[src/rtl/arty_input_conditioner.sv]
// Board-input front end: 2-FF sync, per-channel debounce with edge pulses and
// sticky rise events, plus a stretched, synchronously released system reset.
module arty_input_conditioner #(
  parameter int              N_IN            = 8,
  parameter int              CNT_W           = 20,
  parameter int              DEBOUNCE_CYCLES = 1000000,
  parameter logic [N_IN-1:0] INVERT_MASK     = '0,
  parameter int              RST_HOLD_CYCLES = 16
) (
  input  logic            clk,
  input  logic            rst_n,
  input  logic [N_IN-1:0] in_i,
  input  logic [N_IN-1:0] event_clr_i,
  output logic [N_IN-1:0] level_o,
  output logic [N_IN-1:0] rise_o,
  output logic [N_IN-1:0] fall_o,
  output logic [N_IN-1:0] event_o,
  output logic            sys_rst_no
);

  localparam int                HOLD_W    = $clog2(RST_HOLD_CYCLES + 1);
  localparam logic [CNT_W-1:0]  DB_LAST   = CNT_W'(DEBOUNCE_CYCLES - 1);
  localparam logic [HOLD_W-1:0] HOLD_LAST = HOLD_W'(RST_HOLD_CYCLES - 1);

  logic [N_IN-1:0]  r_sync1;
  logic [N_IN-1:0]  r_sync2;
  logic [N_IN-1:0]  r_level;
  logic [N_IN-1:0]  r_rise;
  logic [N_IN-1:0]  r_fall;
  logic [N_IN-1:0]  r_event;
  logic [CNT_W-1:0] r_cnt [N_IN];

  logic [N_IN-1:0]  w_s;
  logic [N_IN-1:0]  w_flip;
  logic [N_IN-1:0]  w_rise;
  logic [N_IN-1:0]  w_fall;
  logic [CNT_W-1:0] w_cnt_nxt [N_IN];

  logic              r_rst_meta;
  logic              r_rst_sync;
  logic [HOLD_W-1:0] r_hold;
  logic              r_sys_rst_n;

  // Sync flops reset to the polarity mask so the corrected level starts at 0.
  always_comb begin
    w_s = r_sync2 ^ INVERT_MASK;
    for (int i = 0; i < N_IN; i++) begin
      w_flip[i]    = (w_s[i] != r_level[i]) && (r_cnt[i] == DB_LAST);
      w_cnt_nxt[i] = ((w_s[i] == r_level[i]) || w_flip[i]) ? '0
                                                           : r_cnt[i] + CNT_W'(1);
    end
    w_rise = w_flip & ~r_level;
    w_fall = w_flip & r_level;
  end

  always_ff @(posedge clk or negedge rst_n) begin
    if (!rst_n) begin
      r_sync1 <= INVERT_MASK;
      r_sync2 <= INVERT_MASK;
      r_level <= '0;
      r_rise  <= '0;
      r_fall  <= '0;
      r_event <= '0;
      for (int i = 0; i < N_IN; i++) begin
        r_cnt[i] <= '0;
      end
    end else begin
      r_sync1 <= in_i;
      r_sync2 <= r_sync1;
      r_level <= r_level ^ w_flip;
      r_rise  <= w_rise;
      r_fall  <= w_fall;
      // A rise in the same cycle as a clear keeps the flag set.
      r_event <= (r_event & ~event_clr_i) | w_rise;
      for (int i = 0; i < N_IN; i++) begin
        r_cnt[i] <= w_cnt_nxt[i];
      end
    end
  end

  always_ff @(posedge clk or negedge rst_n) begin
    if (!rst_n) begin
      r_rst_meta  <= 1'b0;
      r_rst_sync  <= 1'b0;
      r_hold      <= '0;
      r_sys_rst_n <= 1'b0;
    end else begin
      r_rst_meta <= 1'b1;
      r_rst_sync <= r_rst_meta;
      if (r_rst_sync && !r_sys_rst_n) begin
        if (r_hold == HOLD_LAST) begin
          r_sys_rst_n <= 1'b1;
        end else begin
          r_hold <= r_hold + HOLD_W'(1);
        end
      end
    end
  end

  assign level_o    = r_level;
  assign rise_o     = r_rise;
  assign fall_o     = r_fall;
  assign event_o    = r_event;
  assign sys_rst_no = r_sys_rst_n;

endmodule
[config.mk]
export PLATFORM = sky130hd
export DESIGN_NAME = arty_input_conditioner
export DESIGN_NICKNAME = d
export VERILOG_FILES = /design/src/rtl/arty_input_conditioner.sv
export SDC_FILE = /design/constraint.sdc
export NUM_CORES = 1
export LEC_CHECK = 0
export CORE_MARGIN = 1.5
export CORE_UTILIZATION = 54
export DETAILED_ROUTE_END_ITERATION = 10
export PLACE_DENSITY = 0.76
export SYNTH_ARGS = -nofsm -noshare
export SYNTH_HDL_FRONTEND = slang
export SYNTH_SLANG_ARGS = --single-unit
[constraint.sdc]
create_clock -name clk -period 2.2 [get_ports clk]
set_clock_uncertainty 0.15 [all_clocks]
set_input_delay 0.33 -clock clk [delete_from_list [all_inputs] [get_ports clk]]
set_output_delay 0.33 -clock clk [all_outputs]
set_load 0.01 [all_outputs]
# [Word level (Yosys, flattened, before mapping)]
# Cells that the tools add are included.
# Widths: inputs -> output; s select.
[classes] add_sub_neg=9 n_eq_ne=25 n_mux=8 bitwise_logic=8 n_reduce_logical=20
[ops] operator="$add 20x1->20 const B" n=8
[ops] operator="$eq 20x20->1 const B" n=8
[ops] operator="$mux 20" n=8
[ops] operator="$and 8x8->8" n=3
[ops] operator="$not 8->8" n=2
[ops] operator="$logic_and 1x1->1" n=9
[ops] operator="$eq 1x1->1" n=8
[ops] operator="$logic_or 1x1->1" n=8
[ops] operator="$ne 1x1->1" n=8
[ops] operator="$or 8x8->8" n=1
[ops] operator="$xor 8x8->8" n=1
[ops] operator="$add 5x1->5 const B" n=1
[ops] operator="$eq 5x4->1 const B" n=1
[ops] operator="$reduce_and 2->1" n=2
[ops] operator="$logic_not 1->1" n=1
[ops] operator="$not 1->1" n=1
[word_totals] ff_bits=216 input_bits=18 out_inout_bits=33

# [Depth between registers and ports, before layout]
# Gate-level depths: netlist (run 1).
[depth] ltp_word=4 mapped_depth=6 ltp_nobuf=6

# [Worst setup path after synthesis (run 1)]
# Ideal clock, no wire load.
[synth_path] path_type="register -> register" from="register r_cnt[40] (netlist name)" to="register r_cnt[58] (netlist name)" setup_ns=0.073 arrival_ns=1.905 t_required_ns=1.977 setup_slack_ns=0.072 path_stages_with_launch=7 n_path_buf=1 path_cell_list="dfrtp_1 > ha_1 > nand2_1 > or4_1 > buf_2 > or4_4 > a21oi_2"
[synth_lines] element="from (decl)" line_no="31" text="logic [CNT_W-1:0] r_cnt [N_IN];"
[synth_lines] element="from (signal, indexed assignment)" line_no="76" text="r_cnt[i] <= w_cnt_nxt[i];"

==> results of run 1 <==
per-layer routing:
metal	global-route usage (%)	share of wire [%]	vias to the layer above
li1	-	-	3633
met1	29.01	46	3629
met2	34.42	48	133
met3	3.177	3.9	28
met4	5.373	1.7	0
met5	0	0	-
metrics by stage:
step           setup WS (ps)  power (uW)  util, %  hold slack [ps]
4_1_cts                24.44        8646    66.06            90.63
5_1_grt                6.967        8872    66.25            92.96
2_1_floorplan          71.90        4438        -           -115.6
6_report               118.2        8523    66.25            105.2
3_5_place_dp           26.84        4680    61.63            56.48
3_3_place_gp           105.4        4664    61.63            55.99
cell usage in the layout, fill, tap and decap left out, types with 10 or more instances in the layout:
master and count:
xor2_1 51, nand4_1 45, buf_4 46, or3_1 17, o31ai_1 12, nor4_1 24
or4_1 20, nand2b_1 10, and3_1 18, clkbuf_16 25, o21ai_0 20, inv_1 36
and4_1 15, a21oi_1 36, dfrtp_1 216, ha_1 10, nor3_1 21, nand3_1 56
nor2_1 142, xnor2_1 62, clkdlybuf4s50_1 49, nand2_1 40
power groups by stage:
stage	Clock [uW]	Combinational, uW	Sequential (uW)
3_3_place_gp	0	423	4240
5_1_grt	4190	491	4190
4_1_cts	4030	440	4180
6_report	3920	425	4180
3_5_place_dp	0	435	4240
2_1_floorplan	0	205	4230
cell families (layout without fill, tap and decap cells):
family | count (synthesis) | after routing | synth area share, %
AOI/OAI and AO/OA | 94 | 94 | 6.308
xor gates and xnor gates | 113 | 113 | 9.940
adders and majority gates | 10 | 10 | 1.257
buffers and inverters | 61 | 183 | 2.425
DFF | 216 | 216 | 54.28
muxes | 12 | 12 | 1.319
other | 1 | 1 | 0.03766
and+or+nand+nor | 456 | 456 | 24.43
area by class of cell:
| type | count | area [um^2] |
|---|---|---|
| Multi-Input combinational cell | 686 | 4345 |
| Tap cell | 229 | 286.5 |
| Inverter | 36 | 135.1 |
| Clock inverter | 5 | 50.05 |
| Fill cell | 1439 | 6083 |
| Clock buffer | 39 | 738.2 |
| Sequential cell | 216 | 5405 |
| Timing Repair Buffer | 103 | 980.9 |
flip-flops by register name, summed over array words and instances (netlist names), named ones only:
| signal | flops |
|---|---|
| r_hold | 5 |
| fall_o | 8 |
| sys_rst_no | 1 |
| rise_o | 8 |
| r_cnt | 160 |
| event_o | 8 |
| r_sync1 | 8 |
| r_rst_sync | 1 |
| r_rst_meta | 1 |
| r_sync2 | 8 |
final timing paths:
kind                             from    endpoint  slack, ps
max                        r_cnt[128]        flop        120
min reg2reg                r_sync1[0]  r_sync2[0]        200
max reg2reg                r_cnt[128]        flop        120
min                           in_i[7]  r_sync1[7]        110
max in group asynchronous       rst_n    r_cnt[0]       1060
min in group asynchronous       rst_n  r_cnt[101]        130
repair_timing:
action                                 in CTS  in global routing
buffers inserted                            0                  0
setup endpoints to repair                   0                 26
resized for setup                           0                  8
endpoints found under the hold margin     216                  0
hold buffers                                1                  0
==> impl_metrics.csv, run 1 <==
group,metric,value,unit
power_and_ir_drop,switching_share,21.57,%
global_routing,grt_pass1_vias,7486,
cts,cts-root-buf,"clkbuf_16",
power_and_ir_drop,sequentialPowerShare,49.0,%
worst_setup_path,slowest_delay,600,ps
worst_setup_path,cpMaxStageDelayCell,"or4_1",
detailed_routing,wire_per_inst,14.51,um
floorplan,rows,49,
synthesis,postSynthAreaPerCell,10.34,um^2
placement,gp_congestion,0.8451,
synthesis,ys_warn_count,0,
detailed_routing,drt-initial-drc-count,440,
timing,setup_tns,0,ps
worst_setup_path,crit_path_max_fanout,7,
global_routing,antenna_found_initial,0,
cts,clock_sinks,216,
floorplan,coreArea,18020,um^2
layout,fin_area,11940,um^2
timing,finalHoldViolCount,0,
floorplan,initial_core_util,55.24,%
floorplan,pin_count,51,
worst_setup_path,path_buf_inv,0,
detailed_routing,postRouteAntennaNets,0,
power_and_ir_drop,switching_power,1839,uW
worst_setup_path,cp_cell_sequence,"nor4b_1 -> nand2_1 -> or4_1 -> mux2_2",
placement,port_buffers,50,
timing,finalCritPeriodShare,94.63,%
floorplan,fp.dieW,138.8,um
power_and_ir_drop,ir_worst_vdd,0.0006626,V
worst_setup_path,r2r_cells,4,
detailed_routing,firstDrtPassIters,7,
synthesis,synth_area_leaders,"dfrtp_1, xnor2_1, nor2_1",
synthesis,synth_top_area_cell,"dfrtp_1",
timing,rsz0062_at_grt,"false",
detailed_routing,drc,0,
placement,post-place-cells,1269,
cts,clkTransAtPathRegs,60,ps
flow_run,drv_cap,0,
timing,period_minus_slack,2082,ps
min_path,worstHoldPathType,"in -> reg",
layout,stdcell_count,1314,
worst_setup_path,worstPathRequired,2450,ps
synthesis,synth.cell_area,9957,um^2
timing,finalSetupViolations,0,
power_and_ir_drop,p_int,6684,uW
worst_setup_path,crit_family,"simple AND/OR/NAND/NOR gates",
synthesis,yosysMostFrequentCell,"dfrtp_1",
timing,timing.fmax,480.3,MHz
synthesis,ys_seq_area_share,54.28,%
placement,post-dp-hpwl,12.82,mm
power_and_ir_drop,leakagePower,0.004986,uW
detailed_routing,vias,7423,
global_routing,grt_pass1_wl,34.40,mm
synthesis,synth_seq_cells,216,
layout,antennaDiodeCount,0,
worst_setup_path,arrival,2330,ps
layout,layout-drive-gt1-share,11.43,%
cts,cts_tree,"built",
timing,max_slew_margin,56.78,%
placement,placed_area,11110,um^2
power_and_ir_drop,power_density,713.7,nW/um^2
synthesis,synthArstFlopShare,100.0,%
power_and_ir_drop,p_clk_share,46.0,%
synthesis,synth_common_cells,"dfrtp_1, nor2_1, xnor2_1",
timing,worst_slew_pin_slew,642.4,ps
global_routing,grt_usage,20.81,%
cts,clk_latency,510,ps
cts,numCtsBuffers,24,
global_routing,grt_max_degree,60,
worst_setup_path,critPathLaunchType,"flop",
synthesis,synth-main-ff-cell,"dfrtp_1",
synthesis,ys_types,49,
global_routing,grt.overflow.total,0,
timing,maxSlewViolCount,0,
detailed_routing,vias_per_cell,5.649,
power_and_ir_drop,combPwrFrac,5.0,%
synthesis,synth_edf_count,0,
cts,cts_buffer_depth,3,
detailed_routing,routed_wl,19.06,mm
synthesis,synth_top_cell_area_share,54.28,%
synthesis,syn-instance-count,963,
worst_setup_path,critPathKind,"reg -> reg",
worst_setup_path,worst-path-stages,4,
worst_setup_path,worst_setup_path_end_kind,"flop",
synthesis,synth_nets,991,
floorplan,die_area,19260,um^2
layout,fin_nets,1095,
cts,htree_num_levels,1,
run_status,status,"completed",
floorplan,die_y,138.8,um
layout,area_delta_synth_final,19.93,%
min_path,whs_path_depth,1,
Note: power is estimated with default switching activity, not from simulation.
==> run 2, diff against run 1 <==
--- a/config.mk
+++ b/config.mk
@@ -5,7 +5,7 @@
 export SDC_FILE = /design/constraint.sdc
 export NUM_CORES = 1
 export LEC_CHECK = 0
-export CORE_MARGIN = 1.5
+export CORE_MARGIN = 8
 export CORE_UTILIZATION = 54
 export DETAILED_ROUTE_END_ITERATION = 10
 export PLACE_DENSITY = 0.76
==> impl_metrics.csv, run 2 (synthesis results as in run 1) <==
group,metric,value,unit
floorplan,initial_core_util,55.24,%
placement,post-dp-hpwl,13.35,mm
worst_setup_path,cp_cell_sequence,"nand3_2 -> or4_1 -> or4_1 -> a21oi_1",
detailed_routing,firstDrtPassIters,4,
worst_setup_path,slowest_delay,710,ps
global_routing,antenna_found_initial,0,
timing,setup_tns,0,ps
power_and_ir_drop,p_clk_share,43.4,%
cts,cts_buffer_depth,3,
layout,top_register,"r_cnt",
cts,cts-root-buf,"clkbuf_16",
placement,port_buffers,50,
timing,worst_slew_pin_slew,653.0,ps
layout,largest_reg_flops,160,
global_routing,grt_util_met1,22.64,%
detailed_routing,wire_per_inst,14.90,um
detailed_routing,drt-initial-drc-count,343,
worst_setup_path,crit_family,"simple AND/OR/NAND/NOR gates",
global_routing,grt.overflow.total,0,
timing,max_slew_margin,56.07,%
worst_setup_path,cpMaxStageDelayCell,"or4_1",
placement,gp_congestion,0.8636,
cts,clk_latency,510,ps
global_routing,use_met2,29.34,%
cts,cts_setup_buffers,0,
cts,clock_sinks,216,
timing,finalCritPeriodShare,96.67,%
global_routing,grt_pass1_wl,33.91,mm
layout,final_cell_mix,"dfrtp_1, nor2_1, xnor2_1",
worst_setup_path,critPathLaunchType,"flop",
power_and_ir_drop,ir_worst_vdd,0.0005206,V
placement,dp_slack,30.17,ps
timing,maxSlewViolCount,0,
layout,antennaDiodeCount,0,
power_and_ir_drop,combPwrFrac,5.3,%
timing,finalHoldViolCount,0,
run_status,status,"completed",
cts,clkTransAtPathRegs,60,ps
worst_setup_path,path_common_cell,"or4_1",
timing,rsz0062_at_grt,"false",
global_routing,grt_usage,17.42,%
global_routing,grt_max_degree,59,
detailed_routing,vias,7407,
power_and_ir_drop,sequentialPowerShare,51.3,%
power_and_ir_drop,p_int,6348,uW
timing,timing.fmax,470.2,MHz
global_routing,grt_use_met3,2.911,%
worst_setup_path,critPathKind,"reg -> reg",
power_and_ir_drop,power_density,688.4,nW/um^2
floorplan,pin_count,51,
layout,area_delta_synth_final,18.80,%
flow_run,drv_cap,0,
floorplan,die_area,23040,um^2
timing,period_minus_slack,2127,ps
worst_setup_path,arrival,2400,ps
floorplan,rows,49,
global_routing,grt_busiest_layer,"met2",
detailed_routing,routed_wl,19.53,mm
floorplan,die_y,151.8,um
layout,utilization,65.63,%
layout,fin_nets,1095,
power_and_ir_drop,leakagePower,0.004931,uW
layout,final_common_cell,"dfrtp_1",
cts,cts_tree,"built",
timing,hold_slack,118.5,ps
power_and_ir_drop,switching_power,1794,uW
detailed_routing,postRouteAntennaNets,0,
global_routing,grt_pass1_vias,7419,
min_path,worstHoldPathType,"in -> reg",
detailed_routing,vias_per_cell,5.650,
worst_setup_path,worstPathRequired,2480,ps
worst_setup_path,crit_path_max_fanout,9,
detailed_routing,drc,0,
power_and_ir_drop,switching_share,22.04,%
floorplan,coreArea,18020,um^2
timing,setup_slack,73.36,ps
layout,layout-drive-gt1-share,11.09,%
floorplan,fp.dieW,151.8,um
cts,htree_num_levels,1,
worst_setup_path,worst_setup_path_end_kind,"flop",
worst_setup_path,path_buf_inv,0,
cts,numCtsBuffers,23,
power_and_ir_drop,power.total,8143,uW
timing,finalSetupViolations,0,
## run 2: layout make-up
| type | count | area (um^2) |
|---|---|---|
| fillers | 1442 | 6196 |
| flip-flops and latches | 216 | 5405 |
| multi-input cells | 686 | 4352 |
| repair buffers | 104 | 963.4 |
| clock buffers | 37 | 668.1 |
| well taps | 229 | 286.5 |
| inverters | 36 | 135.1 |
| clock inverters | 3 | 18.77 |
## run 2: final timing paths
check	from	slack [ps]	cells past startpoint	to
worst max-delay path	r_cnt[42]	70	4	r_cnt[59]
worst min-delay path	in_i[4]	120	1	r_sync1[4]
worst max register to register	r_cnt[42]	70	4	r_cnt[59]
worst min register to register	r_sync1[4]	200	0	r_sync2[4]
max in group asynchronous	rst_n	1050	3	r_cnt[48]
min in group asynchronous	rst_n	190	2	r_cnt[60]
## run 2: worst register-to-register path, delay by kind of cell (launching register included)
kind            cells  cell delay [ps]
simple gates        3             1320
compound gates      1              160
flops               1              430
## run 2: timing repair
| action | in CTS | in global routing |
|---|---|---|
| endpoints found under the setup margin | 0 | 31 |
| hold buffers | 1 | 0 |
| resized for setup | 0 | 9 |
| endpoints found under the hold margin | 61 | 0 |
## run 2: stage by stage
stage	cell area, um^2	std cells
floorplan	9957	963
global placement	11090	1270
detailed placement	11090	1270
CTS	11790	1311
global route	11830	1311
finish	11830	1311
## run 2: power groups by stage
| stage | registers (uW) | logic [uW] | clock network, uW |
|---|---|---|---|
| detailed placement | 4250 | 438 | 0 |
| floorplan | 4230 | 205 | 0 |
| CTS | 4180 | 442 | 3630 |
| finish | 4180 | 428 | 3540 |
| global route | 4190 | 488 | 3800 |
| global placement | 4240 | 423 | 0 |
## run 2: layer usage
layer,routed length (um),vias to the layer above
met3,584,36
met1,8935,3647
li1,-,3632
met2,9504,92
met4,505,0
met5,0,-
